<file path="src/rtl/bridge_pkg.sv">
// Shared types and gate-pattern lookup for the four-leg bridge commutation sequencer.
// The optional minimum on-time hold-off is enabled by defining BRIDGE_MIN_ON_EN.
package bridge_pkg;

    typedef enum logic [2:0] {
        PAUSE = 3'd0,
        PLUS  = 3'd1,
        MINUS = 3'd2,
        BAL_P = 3'd3,
        BAL_N = 3'd4
    } mode_t;

    typedef enum logic [1:0] {
        S_OFF   = 2'd0,
        S_DEAD  = 2'd1,
        S_ON    = 2'd2,
        S_FAULT = 2'd3
    } state_t;

    localparam logic [2:0] MODE_LAST = 3'd4;

    // Returns {top[4:1], bot[4:1]}; codes outside the enum yield all gates LOW.
    function automatic logic [7:0] mode_to_gates(input mode_t m);
        logic [7:0] g;
        case (m)
            PLUS:    g = 8'b0001_0010;
            MINUS:   g = 8'b0010_0001;
            BAL_P:   g = 8'b0100_1000;
            BAL_N:   g = 8'b1000_0100;
            default: g = 8'b0000_0000;
        endcase
        return g;
    endfunction

endpackage

</file>
<file path="src/rtl/bridge_timer.sv">
// Loadable down-counter shared by the dead-time and minimum on-time intervals.
// Load wins over decrement; decrement saturates at zero.
module bridge_timer #(
    parameter int CNT_W = 16
) (
    input  logic             clk,
    input  logic             rstn,
    input  logic             load_i,
    input  logic [CNT_W-1:0] load_val_i,
    input  logic             dec_i,
    output logic [CNT_W-1:0] value_o,
    output logic             zero_o
);

    logic [CNT_W-1:0] cnt_q;
    logic [CNT_W-1:0] cnt_d;

    always_comb begin
        cnt_d = cnt_q;
        if (load_i) begin
            cnt_d = load_val_i;
        end else if (dec_i && (cnt_q != '0)) begin
            cnt_d = cnt_q - CNT_W'(1);
        end
    end

    always_ff @(posedge clk or negedge rstn) begin
        if (!rstn) begin
            cnt_q <= '0;
        end else begin
            cnt_q <= cnt_d;
        end
    end

    assign value_o = cnt_q;
    assign zero_o  = (cnt_q == '0);

endmodule

</file>
<file path="src/rtl/bridge_commutation_sequencer.sv">
// Sequences bridge gate pairs with enforced dead time, fault kill and (with
// BRIDGE_MIN_ON_EN defined) a minimum on-time hold-off before the next mode change.
module bridge_commutation_sequencer
    import bridge_pkg::*;
#(
    parameter int DEADTIME_CYC = 50,
    parameter int MIN_ON_CYC   = 500,
    parameter int CNT_W        = 16
) (
    input  logic       clk,
    input  logic       rstn,
    input  logic       req_valid,
    output logic       req_ready,
    input  logic [2:0] req_mode,
    input  logic       fault,
    output logic [3:0] o_top,
    output logic [3:0] o_bot,
    output logic [2:0] cur_mode,
    output logic       busy,
    output logic       err_illegal,
    output state_t     dbg_state
);

    if (DEADTIME_CYC < 1) begin : g_bad_deadtime
        $error("DEADTIME_CYC must be >= 1");
    end
    if (MIN_ON_CYC < 1) begin : g_bad_min_on
        $error("MIN_ON_CYC must be >= 1");
    end
    if ((longint'(DEADTIME_CYC) > ((64'd1 << CNT_W) - 64'd1)) ||
        (longint'(MIN_ON_CYC)   > ((64'd1 << CNT_W) - 64'd1))) begin : g_bad_width
        $error("DEADTIME_CYC / MIN_ON_CYC do not fit in CNT_W bits");
    end

    localparam logic [CNT_W-1:0] DEAD_LOAD  = CNT_W'(DEADTIME_CYC);
    localparam logic [CNT_W-1:0] MINON_LOAD = CNT_W'(MIN_ON_CYC);

    state_t     state_q, state_d;
    mode_t      target_q, target_d;
    mode_t      cur_mode_q, cur_mode_d;
    logic [7:0] gates_q, gates_d;
    logic       err_q, err_d;

    logic             tmr_load, tmr_dec, tmr_zero;
    logic [CNT_W-1:0] tmr_load_val, tmr_value;
    logic             hold_ok, dead_done, accept, req_legal;
    mode_t            req_eff;

    bridge_timer #(.CNT_W(CNT_W)) u_timer (
        .clk        (clk),
        .rstn       (rstn),
        .load_i     (tmr_load),
        .load_val_i (tmr_load_val),
        .dec_i      (tmr_dec),
        .value_o    (tmr_value),
        .zero_o     (tmr_zero)
    );

`ifdef BRIDGE_MIN_ON_EN
    assign hold_ok = tmr_zero;
`else
    assign hold_ok = 1'b1;
`endif

    // Handshake: a request is taken on a clk edge where req_valid && req_ready;
    // req_ready never depends on req_valid and is forced low by fault or reset.
    assign req_legal = (req_mode <= MODE_LAST);
    assign req_eff   = req_legal ? mode_t'(req_mode) : PAUSE;
    assign accept    = req_valid && req_ready;
    assign dead_done = (tmr_value == CNT_W'(1)) || tmr_zero;

    always_ff @(posedge clk or negedge rstn) begin
        if (!rstn) begin
            state_q    <= S_OFF;
            target_q   <= PAUSE;
            cur_mode_q <= PAUSE;
            gates_q    <= '0;
            err_q      <= 1'b0;
        end else begin
            state_q    <= state_d;
            target_q   <= target_d;
            cur_mode_q <= cur_mode_d;
            gates_q    <= gates_d;
            err_q      <= err_d;
        end
    end

    always_comb begin
        state_d      = state_q;
        target_d     = target_q;
        tmr_load     = 1'b0;
        tmr_load_val = DEAD_LOAD;
        tmr_dec      = 1'b0;
        if (fault) begin
            state_d  = S_FAULT;
            target_d = PAUSE;
        end else begin
            case (state_q)
                S_OFF, S_ON: begin
                    if (accept && (req_eff != cur_mode_q)) begin
                        state_d  = S_DEAD;
                        target_d = req_eff;
                        tmr_load = 1'b1;
                    end else begin
                        tmr_dec = (state_q == S_ON);
                    end
                end
                S_DEAD: begin
                    tmr_dec = 1'b1;
                    if (dead_done) begin
                        if (target_q == PAUSE) begin
                            state_d = S_OFF;
                        end else begin
                            state_d = S_ON;
`ifdef BRIDGE_MIN_ON_EN
                            tmr_load     = 1'b1;
                            tmr_load_val = MINON_LOAD;
`endif
                        end
                    end
                end
                S_FAULT: begin
                    state_d  = S_DEAD;
                    target_d = PAUSE;
                    tmr_load = 1'b1;
                end
                default: begin
                    state_d  = S_FAULT;
                    target_d = PAUSE;
                end
            endcase
        end
    end

    // Gates are registered from the next state so only a settled S_ON pair is ever driven.
    always_comb begin
        req_ready  = rstn && !fault &&
                     ((state_q == S_OFF) || ((state_q == S_ON) && hold_ok));
        gates_d    = (state_d == S_ON) ? mode_to_gates(target_d) : 8'h00;
        cur_mode_d = (state_d == S_ON) ? target_d : PAUSE;
        err_d      = accept && !req_legal;
    end

    assign o_top       = gates_q[7:4];
    assign o_bot       = gates_q[3:0];
    assign cur_mode    = cur_mode_q;
    assign busy        = (state_q == S_DEAD) || (state_q == S_FAULT);
    assign err_illegal = err_q;
    assign dbg_state   = state_q;

endmodule
</file>
<file path="config.mk">
export PLATFORM = sky130hd
export DESIGN_NAME = bridge_commutation_sequencer
export DESIGN_NICKNAME = d
export VERILOG_FILES = /design/src/rtl/bridge_pkg.sv /design/src/rtl/bridge_timer.sv /design/src/rtl/bridge_commutation_sequencer.sv
export SDC_FILE = /design/constraint.sdc
export NUM_CORES = 1
export LEC_CHECK = 0
export CAP_MARGIN = 25
export CORE_UTILIZATION = 39
export DETAILED_ROUTE_END_ITERATION = 8
export GPL_ROUTABILITY_DRIVEN = 0
export PLACE_DENSITY = 0.69
export SETUP_SLACK_MARGIN = 0.02
export SLEW_MARGIN = 30
export SYNTH_ARGS = -nofsm -noshare
export SYNTH_HDL_FRONTEND = slang
export SYNTH_SLANG_ARGS = --single-unit
</file>
<file path="constraint.sdc">
create_clock -name clk -period 3.7 [get_ports clk]
set_clock_uncertainty 0.15 [all_clocks]
set_input_delay 0.37 -clock clk [delete_from_list [all_inputs] [get_ports clk]]
set_output_delay 0.37 -clock clk [all_outputs]
set_load 0.01 [all_outputs]
</file>
Word level (Yosys, flattened, before mapping) --
Index checks and enable logic that the tools add are counted.
Storage, ports and cells: output and inout port bits 16, flip-flop bits (word level) 33, word-level logic and storage cells 55
Operators by class: $add $sub $neg 1, order comparisons 1, mux-type cells 20, reduce and logical (&&, ||, !) cells 17, eq/ne operators 10
Operators with widths (number):
- 16-bit two-way mux | 2
- 8-bit case mux with 4 select lines | 1
- 16-bit by 1-bit == test with 1-bit output (second input constant) | 1
- 16-bit zero test | 1
- 16-bit nonzero test | 1
- 16-bit by 1-bit subtractor with 16-bit output (second input constant) | 1
- 3-bit two-way mux | 4
- 2-bit two-way mux | 4
- 8-bit two-way mux | 1
- 2-bit == test (second input constant) | 3
- 3-bit by 2-bit == test with 1-bit output (second input constant) | 2
- 1-bit logical AND | 6
- 2-bit case mux with 3 select lines | 1
- 3-bit case mux with 2 select lines | 1
- 1-bit two-way mux | 4
- 1-bit case mux with 2 select lines | 2
- 3-bit by 1-bit == test with 1-bit output (second input constant) | 1
- 3-bit == test (second input constant) | 1
- 3-bit less-or-equal comparator (second input constant) | 1
- 3-bit zero test | 1
- 1-bit logical OR | 3
- 3-bit inequality test | 1
- 2-bit by 1-bit == test with 1-bit output (second input constant) | 1
- 1-bit zero test | 2
- other kinds (3) | 3

Longest topological paths before layout --
depth in word-level cells 11, mapped depth 8, depth with buffers taken out 6

By module --
From an unflattened synthesis, not the netlist that was laid out.
Second synthesis, totals: cells, all modules 197, area, all modules 1776.7 um^2
By module, submodules not included:
- bridge_timer | instances 1, cells an instance 124, area each 1063.5 um^2
- bridge_commutation_sequencer | instances 1, cells an instance 73, area each 713.2 um^2

Worst setup path before layout --
Ideal clock, no wire load.
kind reg-to-reg, from register u_timer.cnt_q[5], in the netlist u_timer.value_o[5], to register gates_q[6], data required time 3.482 ns, period minus slack after synthesis 2.518 ns, setup slack 1.182 ns, library setup time 0.068 ns, arrival 2.300 ns, stages on the path, launching flop included 8, buffers on the path 2, cells stage by stage dfrtp_1 or4_1 clkbuf_1 or4b_1 buf_2 nor4b_4 a2bb2oi_2 and4bb_1
On the way: word-level cells in the longest chain between the ends 7, elaborated cells between the ends (all ways) 8, classes of those cells eq/ne (2); mux (4); reduce/logical (2)
Ends and longest elaborated chain:
- from (decl) | RTL line bridge_timer.sv:15 | logic [CNT_W-1:0] cnt_q;
- from (signal assigned) | RTL line bridge_timer.sv:31 | cnt_q <= cnt_d;
- 16-bit by 1-bit == test with 1-bit output or 16-bit zero test (tied branches) | RTL line bridge_commutation_sequencer.sv:70, bridge_timer.sv:36
- 1-bit logical OR (*) | RTL line bridge_commutation_sequencer.sv:70 | assign dead_done = (tmr_value == CNT_W'(1)) || tmr_zero;
- 2-bit two-way mux (*) | RTL line bridge_commutation_sequencer.sv:110 | if (dead_done) begin
- 2-bit case mux with 3 select lines (*) | RTL line bridge_commutation_sequencer.sv:98 | case (state_q)
- 2-bit two-way mux (*) | RTL line bridge_commutation_sequencer.sv:94 | if (fault) begin
- 2-bit == test (*) | RTL line bridge_commutation_sequencer.sv:139 | gates_d = (state_d == S_ON) ? mode_to_gates(target_d) : 8'h00;
- 8-bit two-way mux (*) | RTL line bridge_commutation_sequencer.sv:139
- to (signal assigned) | RTL line bridge_commutation_sequencer.sv:83 | gates_q <= gates_d;
- to (decl) | RTL line bridge_commutation_sequencer.sv:41 | logic [7:0] gates_q, gates_d;
Every way passes the cells marked *; elsewhere a longest branch is shown, timed or not. A chain may end at the register's enable or synchronous reset.

Worst setup path in the final report --
from register u_timer.cnt_q[5], in the netlist u_timer.value_o[5], to register u_timer.cnt_q[14], in the netlist u_timer.value_o[14]
On the way: word-level cells in the longest chain between the ends 3, elaborated cells between the ends (all ways) 6, classes of those cells add/sub (1); mux (2); reduce/logical (3)
Ends and longest elaborated chain:
- 16-bit by 1-bit subtractor with 16-bit output or 16-bit nonzero test (tied branches) | RTL line bridge_timer.sv:23, bridge_timer.sv:22
- 16-bit two-way mux or 1-bit logical AND (tied branches) | RTL line bridge_timer.sv:22 | end else if (dec_i && (cnt_q != '0)) begin
- 16-bit two-way mux or 2-bit nonzero test (tied branches)
Several ways; a longest one is shown, not always the timed one. The select of a mux whose other input is x is not followed.

==> results.txt <==
The flow ran to the end, and the final reports show no timing, DRC or antenna violations. The number of detailed-routing iterations run before antenna repair is 4. The detailed-placement wirelength estimate is 2637 um.

The starting density of the core came out at 0.4173. The count of instances resized after the clock tree is built is 0. The total overflow left after global routing is 0. The critical setup path kind is register to register. The clock latency on the worst-skew pair is between 0.2 and 0.3 ns. Summed over all nets, the switching power comes to approximately 0.18 mW. The clock sink total came out at 29.

The final max-slew violation count is 0. The total setup buffers inserted after CTS came out at 0. The number of instances in the synthesized netlist came out at approximately 180. After synthesis, the largest family of logic cells by area is simple AND/OR/NAND/NOR gates. After the last flow step, the layout net total stands at around 210. The hold buffer count at cts is 0. The count of unique library cells instantiated by Yosys came out at 45. The maximum achievable frequency is 365.9 MHz. The share of power burned in combinational logic came out at 0.133. The post-synthesis compound-gate area fraction is 0.2040. The synthesized-area fraction occupied by adder cells is 0.01467.

The core footprint came out at 0.004086 mm2. The number of DRC markers in iteration 0 is 98. The number of setup violations in the final report came out at 0.

The category of the worst setup path capture point is a register. The combined global-route utilization of all metal layers is 0.1819. For the pin with the worst max-slew slack, the measured transition is between 0.6 and 0.7 ns. The share of post-route cells with drive strength above 1 came out at 0.08543.

The largest total area in the synthesized netlist belongs to sky130_fd_sc_hd__dfrtp_1. The number of register bits inferred by synthesis came out at 29. Of the total power, the clock network draws 0.375.

The total wire length is ~3700 um. In this run the tightest slew margin relative to its limit is 0.5718. Once placement finished, the instance area stood at 0.001933 mm2. The final period utilization is 0.7387. Among all cell types in the netlist, the one instantiated most often is sky130_fd_sc_hd__dfrtp_1.

The portion of total power attributed to sequential cells is 0.492. The first global-routing pass estimated 6182 um of wire. The count of input and output buffers came out at 22.

The path class of the tightest hold or removal check is input port to asynchronous set/reset pin. The floorplan step defined a die boundary enclosing 0.004641 mm2. The number of synthesized flops with an enable pin is 0. TritonCTS built the clock tree. Of the post-synthesis cell area, the dominant cell type holds 0.4255. Of the total synthesized cell area, the portion taken by AND, OR, NAND and NOR gates is 0.2883. Data on the critical path is required at its endpoint by 3.72 ns.

The clock slew seen by the registers of the worst setup and hold paths is 0.06 ns. Hold is met by between 0.4 and 0.5 ns. The largest vdd supply drop is 155.9 uV.

The tool flagged a number of max-cap violations equal to 0. The buffer depth of the longest clock path is 2. The number of global-route vias before repair is 1273.

The final-report hold violation count was 0. The internal power summed over all cells is 0.5078 mW. The netlist area before placement came out at 0.001705 mm2. By count the netlist is led by 29 x sky130_fd_sc_hd__dfrtp_1, 14 x sky130_fd_sc_hd__a21oi_1, 14 x sky130_fd_sc_hd__nor2_1.

Yosys printed 0 warnings. The residual DRC count is 0. The post-route cell area is between 0.002 and 0.0025 mm2. In this run the number of H-tree levels came out at 2. The post-placement cell count came out at 242.

The type of element launching the critical path is a register. The sequential share of the synthesized area is 0.4255. The setup TNS is 0 ns. Of the total power, the share spent switching nets is 0.2653.

The number of nets in the synthesized netlist came out at between 150 and 200. The share of flip-flops with an asynchronous set or reset after synthesis came out at 1.000. The overall via count from detail_route came out at about 1400. The cell at the root of the clock tree is sky130_fd_sc_hd__clkbuf_8. The leakage dissipation is 0.8065 nW. The endpoint arrival time on the critical path is 2.75 ns. The relative area change from synthesis to final layout came out at 18.42%. Measured along the x axis, the die boundary spans 68.13 um. Setup repair after global routing left no endpoint under its margin. The post-layout minimum cycle time came out at roughly 2.7 ns.

The mean instance size in the synthesized netlist came out at about 9.4 um2. The area share of xor/xnor cells in the synthesized design is 0.01541. The via count normalized by instance count came out at 5.783.

Measured against the total synthesized area, the mux share comes to 0. The vertical die dimension came out at around 68 um. The number of top-level pins is 23. The remaining antenna violation count is 0. The final non-filler cell total is 249.

TritonCTS created 5 clock buffers. The initial antenna violation count was 0. In this run the core area contains 23 standard-cell rows. Ranked by total cell area, the synthesized netlist is headed by sky130_fd_sc_hd__dfrtp_1 43%, sky130_fd_sc_hd__or4_1 5.3%, sky130_fd_sc_hd__a21oi_1 4.1%. The maximum fanout count along the critical path is 13. The pin count of the biggest net entering global routing came out at 31. The number of antenna diodes came out at 0. For this design the ratio of total power to cell area is 342.2 mW/mm2. The dominant synthesized flop cell is sky130_fd_sc_hd__dfrtp_1. The final routed wire length divided by cell count is 14.98 um.
path summary, 6_finish.rpt:
check | start | to | slack [ns] | depth (start not counted)
max | u_timer.value_o[5] | u_timer.value_o[14] | 0.97 | 5
min | rstn | u_timer.value_o[13] | 0.40 | 2
max in group asynchronous | rstn | target_q[0] | 2.72 | 2
min in group clk | u_timer.value_o[9] | u_timer.value_o[9] | 0.41 | 2
max reg2reg | u_timer.value_o[5] | u_timer.value_o[14] | 0.97 | 5
min reg2reg | u_timer.value_o[9] | u_timer.value_o[9] | 0.41 | 2
power groups by stage:
stage | logic [mW] | registers (mW) | clock network (mW)
2_1_floorplan | 0.0614 | 0.343 | 0
4_1_cts | 0.0918 | 0.340 | 0.267
3_5_place_dp | 0.0913 | 0.346 | 0
5_1_grt | 0.105 | 0.343 | 0.283
3_3_place_gp | 0.0906 | 0.345 | 0
6_report | 0.0918 | 0.340 | 0.259
sequential cells by signal, summed over array words and instances (netlist names):
register and count:
cur_mode 3, dbg_state 2, target_q 3, err_illegal 1, u_timer.value_o 16, gates_q 4
cell families (layout without fill, tap and decap cells):
logic type      after synthesis  count (layout)
simple gates                 78              78
compound gates               51              51
flops                        29              29
buf+inv                      19              36
xor+xnor                      3               3
fa+ha+maj                     2               2
layer usage:
layer / global-route usage / up-vias / share of wire
li1: - / 721 / -
met1: 0.2536 / 672 / 0.52
met2: 0.2623 / 40 / 0.42
met3: 0.05333 / 7 / 0.047
met4: 0.06771 / 0 / 0.017
met5: 0 / - / 0
final cells by class:
type | instances | area, um2
Sequential cell | 29 | 725.7
Tap cell | 50 | 62.56
Fill cell | 377 | 2067
Clock buffer | 7 | 86.33
Timing Repair Buffer | 24 | 235.2
Multi-Input combinational cell | 134 | 890.9
Inverter | 5 | 18.77
critical path: stages (launching register included):
cell	delay, ns
sky130_fd_sc_hd__dfrtp_1	0.40
sky130_fd_sc_hd__or4_1	0.65
sky130_fd_sc_hd__or4b_1	0.71
sky130_fd_sc_hd__nand2_1	0.40
sky130_fd_sc_hd__nor4_1	0.11
sky130_fd_sc_hd__o21a_1	0.19
per-stage QoR:
step	worst slack [ns]	util	total power [mW]
after floorplan	1.182	-	0.4043
after global placement	0.8960	0.4731	0.4359
after detailed placement	0.8551	0.4731	0.4370
after CTS	0.9791	0.4942	0.6987
after global routing	0.7937	0.4942	0.7311
final	0.9667	0.4942	0.6911
layout by cell type, fill, tap and decap left out, types with 3 or more instances in the layout:
cell type and n:
sky130_fd_sc_hd__o31ai_1 8, sky130_fd_sc_hd__o21a_1 3, sky130_fd_sc_hd__or3_1 9, sky130_fd_sc_hd__inv_1 5, sky130_fd_sc_hd__o41ai_1 3, sky130_fd_sc_hd__nor3b_1 3, sky130_fd_sc_hd__o21ai_0 8, sky130_fd_sc_hd__nand3_1 4
sky130_fd_sc_hd__or4b_1 3, sky130_fd_sc_hd__or2_2 6, sky130_fd_sc_hd__a21oi_1 14, sky130_fd_sc_hd__clkbuf_8 6, sky130_fd_sc_hd__nand2_1 5, sky130_fd_sc_hd__or4_1 12, sky130_fd_sc_hd__nor2_1 14, sky130_fd_sc_hd__xnor2_1 3
sky130_fd_sc_hd__nor4_1 3, sky130_fd_sc_hd__and2_1 4, sky130_fd_sc_hd__dfrtp_1 29, sky130_fd_sc_hd__clkdlybuf4s50_1 22, sky130_fd_sc_hd__nor3_1 6
Power figures use the tool's default switching activity.
